`src/rtl/dcache_ctrl.sv`:
```
// dcache_ctrl: sequencing FSM between the CPU load/store port, a direct-mapped
// 4-word-line data cache and the backing data memory.
//   - Read hit: no stall.
//   - Read miss: one line refill from data memory.
//   - Store: write-through, no-write-allocate.
//
// Optional feature macro: DCACHE_PERF_CNT_EN
//   When defined, the hit/miss/store counters are built and saturate at all-ones.
//   When undefined, the counter logic is not built and the counter outputs read 0.
//
// Ports
//   clk_i           system clock, rising edge
//   rst_ni          asynchronous reset, active-low
//   cpu_rd_i        CPU load request, level, held while stall_o=1
//   cpu_wr_i        CPU store request, level, held while stall_o=1
//   cpu_addr_i      CPU word address
//   cache_hit_i     tag match and valid for cpu_addr_i (combinational, from tag array)
//   mem_ready_i     data-memory completion pulse
//   stall_o         freeze CPU pipeline (combinational)
//   mem_rd_en_o     data-memory line read enable (registered)
//   mem_wr_en_o     data-memory word write enable (registered)
//   mem_miss_o      data-memory miss strobe, first read cycle only (registered)
//   mem_addr_o      latched transaction address to data memory (registered)
//   refill_we_o     1-cycle strobe: cache writes line, tag, valid=1 (registered)
//   cache_wr_upd_o  store-hit word update strobe to cache data array (combinational)
//   hit_cnt_o       read-hit count
//   miss_cnt_o      read-miss count
//   wr_cnt_o        store count
module dcache_ctrl #(
  parameter int unsigned ADDR_W = 10,
  parameter int unsigned CNT_W  = 16
) (
  input  logic              clk_i,
  input  logic              rst_ni,
  input  logic              cpu_rd_i,
  input  logic              cpu_wr_i,
  input  logic [ADDR_W-1:0] cpu_addr_i,
  input  logic              cache_hit_i,
  input  logic              mem_ready_i,
  output logic              stall_o,
  output logic              mem_rd_en_o,
  output logic              mem_wr_en_o,
  output logic              mem_miss_o,
  output logic [ADDR_W-1:0] mem_addr_o,
  output logic              refill_we_o,
  output logic              cache_wr_upd_o,
  output logic [CNT_W-1:0]  hit_cnt_o,
  output logic [CNT_W-1:0]  miss_cnt_o,
  output logic [CNT_W-1:0]  wr_cnt_o
);

  typedef enum logic [1:0] {
    StIdle,
    StRdMiss,
    StRefill,
    StWrThru
  } state_e;

  state_e            state_q, state_d;
  logic [ADDR_W-1:0] mem_addr_q, mem_addr_d;
  logic              rd_en_q, wr_en_q, miss_q, refill_q;
  logic              idle_rd_hit;
  logic              cache_wr_upd;

  always_comb begin
    state_d      = state_q;
    mem_addr_d   = mem_addr_q;
    cache_wr_upd = 1'b0;
    unique case (state_q)
      StIdle: begin
        // A store wins over a simultaneous load; the load is retried later.
        if (cpu_wr_i) begin
          state_d      = StWrThru;
          mem_addr_d   = cpu_addr_i;
          cache_wr_upd = cache_hit_i;
        end else if (cpu_rd_i && !cache_hit_i) begin
          state_d    = StRdMiss;
          mem_addr_d = cpu_addr_i;
        end
      end
      StRdMiss: begin
        if (mem_ready_i) state_d = StRefill;
      end
      StRefill: begin
        state_d = StIdle;
      end
      StWrThru: begin
        if (mem_ready_i) state_d = StIdle;
      end
      default: begin
        state_d = StIdle;
      end
    endcase
  end

  // Enables are decoded from the next state, so each is high exactly while the FSM is in
  // the matching state, and both drop for at least one cycle between transactions.
  always_ff @(posedge clk_i or negedge rst_ni) begin
    if (!rst_ni) begin
      state_q    <= StIdle;
      mem_addr_q <= '0;
      rd_en_q    <= 1'b0;
      wr_en_q    <= 1'b0;
      miss_q     <= 1'b0;
      refill_q   <= 1'b0;
    end else begin
      state_q    <= state_d;
      mem_addr_q <= mem_addr_d;
      rd_en_q    <= (state_d == StRdMiss);
      wr_en_q    <= (state_d == StWrThru);
      miss_q     <= (state_q == StIdle) && (state_d == StRdMiss);
      refill_q   <= (state_d == StRefill);
    end
  end

  // Combinational outputs are masked during reset, when the FSM is forced to idle but the
  // CPU inputs may still be active.
  always_comb begin
    stall_o        = rst_ni && ((state_q != StIdle) ||
                                cpu_wr_i || (cpu_rd_i && !cache_hit_i));
    cache_wr_upd_o = rst_ni && cache_wr_upd;
  end

  assign mem_rd_en_o = rd_en_q;
  assign mem_wr_en_o = wr_en_q;
  assign mem_miss_o  = miss_q;
  assign mem_addr_o  = mem_addr_q;
  assign refill_we_o = refill_q;

  assign idle_rd_hit = (state_q == StIdle) && cpu_rd_i && cache_hit_i && !cpu_wr_i;

`ifdef DCACHE_PERF_CNT_EN
  localparam logic [CNT_W-1:0] CntOne = {{(CNT_W-1){1'b0}}, 1'b1};
  localparam logic [CNT_W-1:0] CntMax = {CNT_W{1'b1}};

  logic [CNT_W-1:0] hit_cnt_q, hit_cnt_d;
  logic [CNT_W-1:0] miss_cnt_q, miss_cnt_d;
  logic [CNT_W-1:0] wr_cnt_q, wr_cnt_d;
  logic             miss_inc, wr_inc;

  always_comb begin
    miss_inc   = (state_q == StIdle) && (state_d == StRdMiss);
    wr_inc     = (state_q == StIdle) && (state_d == StWrThru);
    hit_cnt_d  = hit_cnt_q;
    miss_cnt_d = miss_cnt_q;
    wr_cnt_d   = wr_cnt_q;
    if (idle_rd_hit && (hit_cnt_q != CntMax)) hit_cnt_d = hit_cnt_q + CntOne;
    if (miss_inc && (miss_cnt_q != CntMax))   miss_cnt_d = miss_cnt_q + CntOne;
    if (wr_inc && (wr_cnt_q != CntMax))       wr_cnt_d = wr_cnt_q + CntOne;
  end

  always_ff @(posedge clk_i or negedge rst_ni) begin
    if (!rst_ni) begin
      hit_cnt_q  <= '0;
      miss_cnt_q <= '0;
      wr_cnt_q   <= '0;
    end else begin
      hit_cnt_q  <= hit_cnt_d;
      miss_cnt_q <= miss_cnt_d;
      wr_cnt_q   <= wr_cnt_d;
    end
  end

  assign hit_cnt_o  = hit_cnt_q;
  assign miss_cnt_o = miss_cnt_q;
  assign wr_cnt_o   = wr_cnt_q;
`else
  logic unused_idle_rd_hit;
  assign unused_idle_rd_hit = idle_rd_hit;

  assign hit_cnt_o  = '0;
  assign miss_cnt_o = '0;
  assign wr_cnt_o   = '0;
`endif

endmodule
```
`config.mk`:
```
export PLATFORM = sky130hd
export DESIGN_NAME = dcache_ctrl
export DESIGN_NICKNAME = d
export VERILOG_FILES = /design/src/rtl/dcache_ctrl.sv
export SDC_FILE = /design/constraint.sdc
export NUM_CORES = 1
export LEC_CHECK = 0
export ABC_CLOCK_PERIOD_IN_PS = 2600
export CORE_UTILIZATION = 36
export CTS_BUF_LIST = sky130_fd_sc_hd__clkbuf_4 sky130_fd_sc_hd__clkbuf_8 sky130_fd_sc_hd__clkbuf_16
export CTS_CLUSTER_DIAMETER = 80
export CTS_CLUSTER_SIZE = 28
export DETAILED_ROUTE_END_ITERATION = 10
export PLACE_DENSITY_LB_ADDON = 0.1
export SYNTH_ARGS = -nofsm -noshare
export SYNTH_HDL_FRONTEND = slang
export SYNTH_SLANG_ARGS = --single-unit
```
`constraint.sdc`:
```
create_clock -name clk_i -period 2.6 [get_ports clk_i]
set_input_delay 0.26 -clock clk_i [delete_from_list [all_inputs] [get_ports clk_i]]
set_output_delay 0.26 -clock clk_i [all_outputs]
set_load 0.03 [all_outputs]
```
Word level (Yosys, flattened, before mapping)
Index checks and enable logic that the tools add are counted.
Word-level totals
  bits in registers: 16
  input bits: 16
  output and inout bits: 64
  word-level logic and storage cells: 32
Cells by class
  equality and inequality tests: 6
  multiplexer cells: 9
  reduce and logical (&&, ||, !) cells: 11
Operator list (count)
  two-way mux 10 bit: 2
  == test 2 bit, second input constant: 4
  two-way mux 2 bit: 4
  case mux 2 bit (4 select lines): 1
  == test 2 x 1 -> 1 bit, second input constant: 2
  logical AND 1 bit: 4
  nonzero test 2 bit: 2
  logical NOT 2 bit: 1
  logical OR 1 bit: 2
  two-way mux 1 bit: 2
  AND reduction 2 bit: 1
  logical NOT 1 bit: 1

Logic depth before layout (Yosys ltp)
Gate-level depths: netlist of the first run.
  word-level depth: 7
  depth in mapped cells: 4
  mapped depth without buffers: 3

Worst setup path after synthesis of the first run
No wires, ideal clock.
  path type: register to output
  from: reg state_q[0]
  to: out cache_wr_upd_o
  data arrival time: 1061 ps
  required time: 2340 ps
  slack: 1279 ps
  cell stages (with the launch flop): 4
  buffers on the path: 0
  path through: dfrtp_1 > nor2_2 > nand2_1 > nor2_1
On the way
  longest elaborated chain between the ends: 3
RTL lines
  start, declared: RTL line 59  | state_e state_q, state_d;
  start signal, assigned: RTL line 100  | state_q <= StIdle;
  start signal, assigned: RTL line 107  | state_q <= state_d;
  logical NOT 2 bit: RTL line 69  | unique case (state_q)
  two-way mux 1 bit: RTL line 69
  logical AND 1 bit: RTL line 121  | cache_wr_upd_o = rst_ni && cache_wr_upd;
  end, declared: RTL line 46  | output logic cache_wr_upd_o,
Every way passes these cells.

Worst setup path in the final report of the first run
  from: in cpu_wr_i
  to: out stall_o
On the way
  longest elaborated chain between the ends: 3
RTL lines
  start, declared: RTL line 36  | input logic cpu_wr_i,
  logical OR 1 bit: RTL line 119  | stall_o = rst_ni && ((state_q != StIdle) ||
  logical OR 1 bit: RTL line 120  | cpu_wr_i || (cpu_rd_i && !cache_hit_i));
  logical AND 1 bit: RTL line 119
  end, declared: RTL line 40  | output logic stall_o,
Every way passes these cells.

==> run metrics, run 1 <==
outcome=finished, final reports clean; end-of-flow core utilization=45.3%; final setup fails=0; Yosys warnings=0; Avg Vias per Cell=3.66; pin count of the biggest net entering global routing=17; Synth Area per Inst=10.9 um2; routed wl met2=628 um; CTS clk-pin slew, worst paths=0.09 ns; R2R depth=4; static leakage=0.634 nW; post-synthesis sequential area ratio=38.7%; Register Area=400 um2; iteration count of the initial detailed-routing pass=4; core area=2730 um2; Skew-Pair Late Insertion Delay=0.28 ns; Routed Antenna Nets=0; crit-path max cell delay=0.59 ns; Buf/Inv on CP=2; WP depth=3; vias in the first global route=520; clk sinks=16; Setup Buffers After CTS=0; Critical Path Start Type=primary input; Worst Path Arrival=1.84 ns; GRT Residual Overflow=0; layout cells sized above 1=15.4%; WP data required=2.34 ns; Post-CTS Hold Buffers=0; maximum clock frequency=476 MHz; wire length per cell=9.27 um; initial antenna violation count=0; critical path cell sequence=clkdlybuf4s50_1 -> o41a_2 -> clkdlybuf4s50_1; top cells by area, synth=dfrtp_1 (39%), buf_4 (35%), mux2_4 (13%); top layer reached by signal wires=met3; Synth Cell Area=1030 um2; Initial Util=37.8%; die area=3090 um2; Tightest Hold Check Type=primary input to asynchronous set/reset pin; total number of vias=590; Worst Skew=0.00242 ns; first-pass GRT wire length=2460 um; drt drc=0; Crit Reg-Reg Startpoint=state_q[0]; final worst path period need=2.10 ns; DR iter-0 viols=10; Yosys top cell by area=dfrtp_1; Buffers on Ports=31; worst ir drop on vdd=0.681 mV; Bufs on Longest Clock Path=2; Boundary Pins=80; final wirelength=1490 um; max-cap violation count=0; Setup TNS Final=0 ns; row cnt=19; H-tree levels=1; Die W=55.6 um; Final Max Tran Viols=0; Syn-to-layout area delta=19.9%; final hold violation count=0; CP Capture Type=primary output; R2R Setup Slk=1.30 ns; cts repair resizes=0; Cell Pwr Density=1120 nW/um2; Setup CP Type=primary input to primary output; area occupied by multi-input gates=434 um2; Final HPWL DP=1140 um; Crit Path Max Fanout=5; delay-heaviest family, CP=buffers and inverters; GP Congestion=0.729; CP most frequent cell=clkdlybuf4s50_1; metal1 wirelength=647 um; reg2reg end=mem_addr_o[7]; CTS tree=done; gr usage total=10.5%; final period utilization=80.8%; Root Buffer Master=clkbuf_4; highest-delay cell along the critical path=clkdlybuf4s50_1; # fillers=272; Post-Synthesis Cells=95; Yosys cell types=20; Synth Register Bits=16; NumNets Final=147; total CTS buffers=3; Synth top area share=38.7%; Antenna diodes=0; die height=55.6 um; met3 WL=215 um; RSZ-0062 raised after global routing=false
## cell type report
type / instances / area share [%]
flip-flops and latches: 16 / 32.3
well taps: 31 / 3.13
repair buffers: 33 / 26.3
multi-input cells: 76 / 35.1
clock buffers: 4 / 2.93
inverters: 1 / 0.303
## registers in the layout, summed over array words and instances, names as in the netlist
signal       flops
mem_rd_en_o      1
mem_wr_en_o      1
refill_we_o      1
mem_addr_o      10
mem_miss_o       1
state_q          2
## stage by stage
step | setup WS [ns] | hold slack, ns | instance area [um2] | total power, mW | instances
finish | 0.498 | 0.369 | 1240 | 1.39 | 161
global route | 0.398 | 0.385 | 1240 | 1.47 | 161
CTS | 0.483 | 0.372 | 1240 | 1.41 | 161
detailed placement | 0.508 | 0.492 | 1200 | 1.23 | 157
global placement | 0.505 | 0.490 | 1200 | 1.23 | 157
floorplan | 1.28 | -0.0356 | 1210 | 1.02 | 142
## synthesized netlist by cell type, drive strengths merged
| cell | number |
|---|---|
| buf | 49 |
| dfrtp | 16 |
| mux2 | 10 |
| nand2 | 5 |
| nand2b | 2 |
| nor2 | 2 |
| o21ai | 2 |
| a21oi | 1 |
| and3 | 1 |
| conb | 1 |
| inv | 1 |
| nor2b | 1 |
| nor4 | 1 |
| o41a | 1 |
| or3 | 1 |
| xor2 | 1 |
## kinds of logic (layout without fill, tap and decap cells)
kind of cell,count (synthesis),in the layout,share of synthesized area (%)
buffers and inverters,50,38,36.3
AO/OA/AOI/OAI,4,4,3.03
other,1,48,0.363
multiplexers,10,10,14.2
XOR/XNOR,1,1,0.848
AND/OR/NAND/NOR,13,13,6.54
flip-flops,16,16,38.7
## metal layers
layer,GRT usage [%],up-vias
met5,0,-
met4,2.14,0
met3,6.28,0
met2,15.1,46
met1,13.5,263
li1,-,281
## layout by cell type (no fill, tap or decap)
cell,count
clkdlybuf4s50_1,31
o41a_2,1
xor2_1,1
a21oi_1,1
and3_2,1
nor2b_1,1
nand2b_1,2
clkbuf_8,1
buf_4,2
nand2_1,5
inv_1,1
clkbuf_4,3
mux2_2,1
o21ai_0,1
conb_1,48
nor4_1,1
nor2_2,1
o21ai_2,1
mux2_4,9
or3_1,1
nor2_1,1
dfrtp_1,16
## where the power goes
| group | internal, mW | total, mW | switching (mW) |
|---|---|---|---|
| logic | 0.357 | 0.793 | 0.436 |
| clock network | 0.0853 | 0.162 | 0.0768 |
| registers | 0.361 | 0.430 | 0.0691 |
## how the worst max path moves through the flow
stage               slack [ns]        endpoint        from
floorplan                 1.28  cache_wr_upd_o  state_q[0]
global placement          0.50         stall_o    cpu_wr_i
detailed placement        0.51         stall_o    cpu_wr_i
CTS                       0.48         stall_o  state_q[0]
global route              0.40  cache_wr_upd_o  state_q[0]
finish                    0.50         stall_o    cpu_wr_i
Power figures use the tool's default switching activity.
==> inputs of run 2 (changes only) <==
Settings changed: ABC_CLOCK_PERIOD_IN_PS 2600 to 2200, CORE_UTILIZATION 36 to 33.
Clock period 2.6 ns to 2.2 ns, I/O delays scaled along.
==> run 2 against run 1 <==
  * The run now ends with DRC left
  * Die area is 8.7% higher
  * Cell count unchanged
  * Sequential power grew 20%
  * Via count is 4.1% higher
  * First-iteration DRC count increased to 2.9 times the previous value
  * Register-to-register slack lost 0.41 ns
  * Global-route usage shrank 1.5 points
  * Flip-flop and latch count did not move
  * Routed wire length grew 4.1%
  * Core utilization fell by 2.1 points
  * Non-clock buffer count is the same
  * Total power increased by 18%
==> run metrics, run 2 (synthesis gave the netlist of run 1 again) <==
outcome=finished with violations; violated checks=DRC; Bufs on Longest Clock Path=2 (unchanged); core area=2850 um2 (+4.3%); Post-CTS Hold Buffers=0 (unchanged); WP depth=2 (-1); Buffers on Ports=31 (unchanged); Crit Reg-Reg Startpoint=state_q[1]; CTS tree=done; Skew-Pair Late Insertion Delay=0.28 ns (about the same); Setup TNS Final=0 ns (unchanged); Cell Pwr Density=1330 nW/um2 (+19%); final setup fails=0 (unchanged); critical path cell sequence=o41a_2 -> buf_4; RSZ-0062 raised after global routing=false; Syn-to-layout area delta=19.4%; GP Congestion=0.683 (-6.3%); Critical Path Start Type=flop; Fin Hold WS=0.335 ns (-0.0337 ns); most frequent cells in the layout=conb_1 (48), clkdlybuf4s50_1 (29), dfrtp_1 (16); total power=1.64 mW (+18%); Setup Buffers After CTS=0 (unchanged); max-cap violation count=0 (unchanged); wire length per cell=9.65 um (+4.1%); Worst Path Arrival=1.40 ns (-0.44 ns); row cnt=19 (unchanged); initial antenna violation count=0 (unchanged); Final HPWL DP=1220 um (+7.2%); die height=58.0 um (+4.3%); R2R Setup Slk=0.89 ns (-0.41 ns); Final Max Tran Viols=0 (unchanged); Crit Path Max Fanout=7 (+2); GRT Residual Overflow=0 (unchanged); R2R depth=4 (unchanged); total CTS buffers=3 (unchanged); vias in the first global route=502 (-3.5%); layout cells sized above 1=16.9% (+1.5 points); maximum clock frequency=618 MHz; Routed Antenna Nets=0 (unchanged); first-pass GRT wire length=2300 um (-6.7%); delay-heaviest family, CP=compound AO/OA/AOI/OAI gates; CP Capture Type=primary output; NumNets Final=147 (unchanged); WP data required=1.98 ns (-0.36 ns); final worst path period need=1.62 ns; reg2reg end=mem_addr_o[0]; Die W=58.0 um (+4.3%); pin count of the biggest net entering global routing=17 (unchanged); DR iter-0 viols=29 (+19); Root Buffer Master=clkbuf_4; final period utilization=73.5%; H-tree levels=1 (unchanged); total number of vias=614 (+4.1%); Avg Vias per Cell=3.81 (+4.1%); Initial Util=36.2% (-1.6 points); Boundary Pins=80 (unchanged); # fillers=286 (+5.1%); max FFs per register=10 (unchanged); Worst Skew=0.00252 ns (+0.0000945 ns); cts repair resizes=0 (unchanged); drt drc=6 (+6); worst ir drop on vdd=0.362 mV (-47%); highest-delay cell along the critical path=o41a_2; Antenna diodes=0 (unchanged); gr usage total=8.98% (-1.5 points); Setup CP Type=flop to primary output; crit-path max cell delay=0.49 ns (-0.10 ns); end-of-flow core utilization=43.2% (-2.1 points); CTS clk-pin slew, worst paths=0.09 ns (about the same); Buf/Inv on CP=1 (-1); clk sinks=16 (unchanged); most common cell after layout, fill and taps aside=conb_1; Tightest Hold Check Type=primary input to asynchronous set/reset pin; iteration count of the initial detailed-routing pass=7 (+3); static leakage=0.637 nW (+0.48%); die area=3360 um2 (+8.7%); final wirelength=1550 um (+4.1%); final hold violation count=0 (unchanged)
[run 2: how the worst max path moves through the flow]
stage	startpoint	endpoint	slack, ns
after global routing	state_q[0]	stall_o	0.52
after floorplan	state_q[0]	cache_wr_upd_o	0.92
final	state_q[0]	stall_o	0.58
after detailed placement	cpu_rd_i	mem_addr_o[0]	0.57
after CTS	state_q[0]	stall_o	0.57
after global placement	cache_hit_i	mem_addr_o[0]	0.58
[run 2: layout make-up]
type	instances	area (um2)	share of cell area (%)
clock buffers	4	36.3	2.94
inverters	1	3.75	0.304
multi-input cells	76	434	35.2
flip-flops and latches	16	400	32.5
well taps	31	38.8	3.14
repair buffers	33	320	26.0
[run 2: metal layers]
layer	track usage, %	wire length, um	part of all wire (%)	up-vias
met2	14.3	716	46	50
met3	2.23	201	13	2
met5	0	0	0	-
met1	11.5	624	40	283
met4	4.08	11	0.71	0
li1	-	-	-	279
[run 2: power breakdown]
| part | switching, mW | internal [mW] | leakage (nW) |
|---|---|---|---|
| Clock | 0.0876 | 0.101 | 0.0210 |
| Combinational | 0.516 | 0.419 | 0.421 |
| Sequential | 0.0873 | 0.427 | 0.195 |
[run 2: metrics by stage]
| step | cells | setup slack (ns) | cell area, um2 |
|---|---|---|---|
| 2_1_floorplan | 142 | 0.919 | 1210 |
| 3_3_place_gp | 157 | 0.583 | 1200 |
| 3_5_place_dp | 157 | 0.573 | 1200 |
| 4_1_cts | 161 | 0.569 | 1230 |
| 5_1_grt | 161 | 0.518 | 1230 |
| 6_report | 161 | 0.583 | 1230 |
==> inputs of run 3 (changes only) <==
Settings changed: ABC_CLOCK_PERIOD_IN_PS 2200 to 1480, CORE_UTILIZATION 33 to 30.
Clock period 2.2 ns to 1.48 ns, I/O delays scaled along.
==> run 3 against run 2 <==
  * The run now ends clean
  * First-iteration DRC count decreased by 72%
  * Worst setup slack got worse by 0.53 ns
  * Global-route usage decreased by 0.25 points
  * Non-clock buffer count increased by 4
  * Count of clock-buffer cells in the layout decreased by 1
  * Routed wire length increased by 9.1%
  * Die area increased by 9.7%
==> run metrics, run 3 (synthesis gave the netlist of run 1 again) <==
core area=3150 um2 (+11%); Final Cell Area=1330 um2 (+7.8%); Final HPWL DP=1310 um (+7.3%); Crit Path Max Fanout=3 (-4); static leakage=0.768 nW (+20%); iteration count of the initial detailed-routing pass=4 (-3); NumNets Final=151 (+2.7%); CP Capture Type=primary output; Setup CP Type=flop to primary output; crit-path max cell delay=0.44 ns (-0.05 ns); Buf/Inv on CP=1 (unchanged); internal power=1.40 mW (+48%); critical path cell sequence=o41a_4 -> buf_6; setup ws final=0.0488 ns (-0.534 ns); row cnt=20 (+1); Worst Path Arrival=1.28 ns (-0.12 ns); P_sw=1.05 mW (+52%); CTS clk-pin slew, worst paths=0.09 ns (about the same); DR iter-0 viols=8 (-72%); Syn-to-layout area delta=28.7%; drt drc=0 (-6); Root Buffer Master=clkbuf_4; most frequent cells in the layout=conb_1 (48), clkdlybuf4s50_1 (17), dfrtp_1 (14); final wirelength=1690 um (+9.1%); vias in the first global route=502 (unchanged); clk sinks=16 (unchanged); die area=3680 um2 (+9.7%); Sw Share=42.8% (+0.66 points); max FFs per register=10 (unchanged); Critical Path Start Type=flop; final worst path period need=1.43 ns; final setup fails=0 (unchanged); highest-delay cell along the critical path=dfrtp_2; Sequential Power Share=30.6% (-0.8 points); pre-CTS WS=-0.0258 ns (-0.599 ns); Buffers on Ports=31 (unchanged); GP Congestion=0.686 (+0.35%); Tightest Hold Check Type=primary input to flop; Cell Pwr Density=1840 nW/um2 (+39%); total number of vias=614 (unchanged); CTS tree=done; Routed Antenna Nets=0 (unchanged); delay-heaviest family, CP=flip-flops; Final Max Tran Viols=0 (unchanged); first-pass GRT wire length=2360 um (+2.7%); most common cell after layout, fill and taps aside=conb_1; placed insts=172 (+9.6%); max-cap violation count=0 (unchanged); RSZ-0062 raised after global routing=false; Comb power frac=60.6% (+3.5 points); maximum clock frequency=699 MHz; Worst Skew=0.00284 ns (+0.000325 ns); Initial Util=32.8% (-3.5 points); wire length per cell=9.57 um (-0.78%); layout cells sized above 1=21.8% (+4.9 points); worst ir drop on vdd=0.435 mV (+20%); clock power share=8.8% (-2.7 points); pin count of the biggest net entering global routing=17 (unchanged); Bufs on Longest Clock Path=2 (unchanged); total CTS buffers=3 (unchanged); WP data required=1.33 ns (-0.65 ns); Antenna diodes=0 (unchanged); GRT Residual Overflow=0 (unchanged); Boundary Pins=80 (unchanged); die height=60.7 um (+4.7%); gr usage total=8.73% (-0.25 points); Avg Vias per Cell=3.47 (-9.0%); initial antenna violation count=0 (unchanged); Die W=60.7 um (+4.7%); Final Non-Filler Cells=177 (+9.9%); final hold violation count=0 (unchanged); DP Area=1240 um2 (+3.7%); Post-CTS Hold Buffers=0 (unchanged); final period utilization=96.7%; H-tree levels=1 (unchanged); outcome=finished, final reports clean; Skew-Pair Late Insertion Delay=0.27 ns (about the same)
run 3: changes by cell type in the layout (fill, tap and decap cells not counted), moves of 2 or more:
cell / delta
buf_4: +2
clkdlybuf4s50_1: -12
dfrtp_1: -2
dfrtp_2: +2
dlymetal6s2s_1: +11
run 3: cell type report:
type / instances / area, um2
Sequential cell: 16 / 403
Multi-Input combinational cell: 76 / 453
Inverter: 1 / 3.75
Timing Repair Buffer: 37 / 393
Tap cell: 44 / 55.1
Fill cell: 328 / 1820
Clock buffer: 3 / 22.5
run 3: timing repair:
item	in CTS	in global routing
resized for setup	4	15
gates cloned	0	0
buffers inserted	2	0
endpoints found under the setup margin	2	11
pin swaps	1	1
run 3: per-layer routing:
layer	track usage [%]	wire length [um]	share of wire (%)
met1	11.6	682	40
met2	14.0	786	46
met3	2.13	225	13
met4	2.92	0	0
met5	0	0	0
run 3: power by group through the flow:
| stage | Clock, mW | Sequential [mW] | Combinational, mW |
|---|---|---|---|
| after floorplan | 0 | 1.11 | 0.690 |
| after CTS | 0.231 | 0.753 | 1.50 |
| final | 0.215 | 0.749 | 1.48 |
| after detailed placement | 0 | 0.777 | 1.44 |
| after global routing | 0.252 | 0.777 | 1.57 |
| after global placement | 0 | 0.774 | 1.43 |
run 3: tightest hold or removal path, delay by kind of cell:
| family | cells | cell delay, ns |
|---|---|---|
| buffers and inverters | 1 | 0.13 |
| AND/OR/NAND/NOR | 2 | 0.14 |
run 3: through the flow:
stage / hold slack, ns / TNS [ns] / power [mW] / util [%]
after floorplan: -0.148 / 0 / 1.80 / -
after global placement: 0.494 / -0.0114 / 2.20 / 39.4
after detailed placement: 0.495 / -0.122 / 2.22 / 39.4
after CTS: 0.278 / -0.00630 / 2.48 / 40.7
after global routing: 0.187 / 0 / 2.60 / 42.2
final: 0.185 / 0 / 2.45 / 42.2
run 3: final timing paths:
kind / end / startpoint / slack (ns) / depth (start not counted)
min in group asynchronous: mem_rd_en_o / rst_ni / 0.29 / 2
min: mem_miss_o / cpu_rd_i / 0.19 / 3
max: stall_o / state_q[1] / 0.05 / 2
max reg2reg: mem_addr_o[8] / state_q[0] / 0.22 / 4
min reg2reg: mem_addr_o[9] / mem_addr_o[9] / 0.51 / 1
max in group asynchronous: state_q[0] / rst_ni / 1.00 / 2
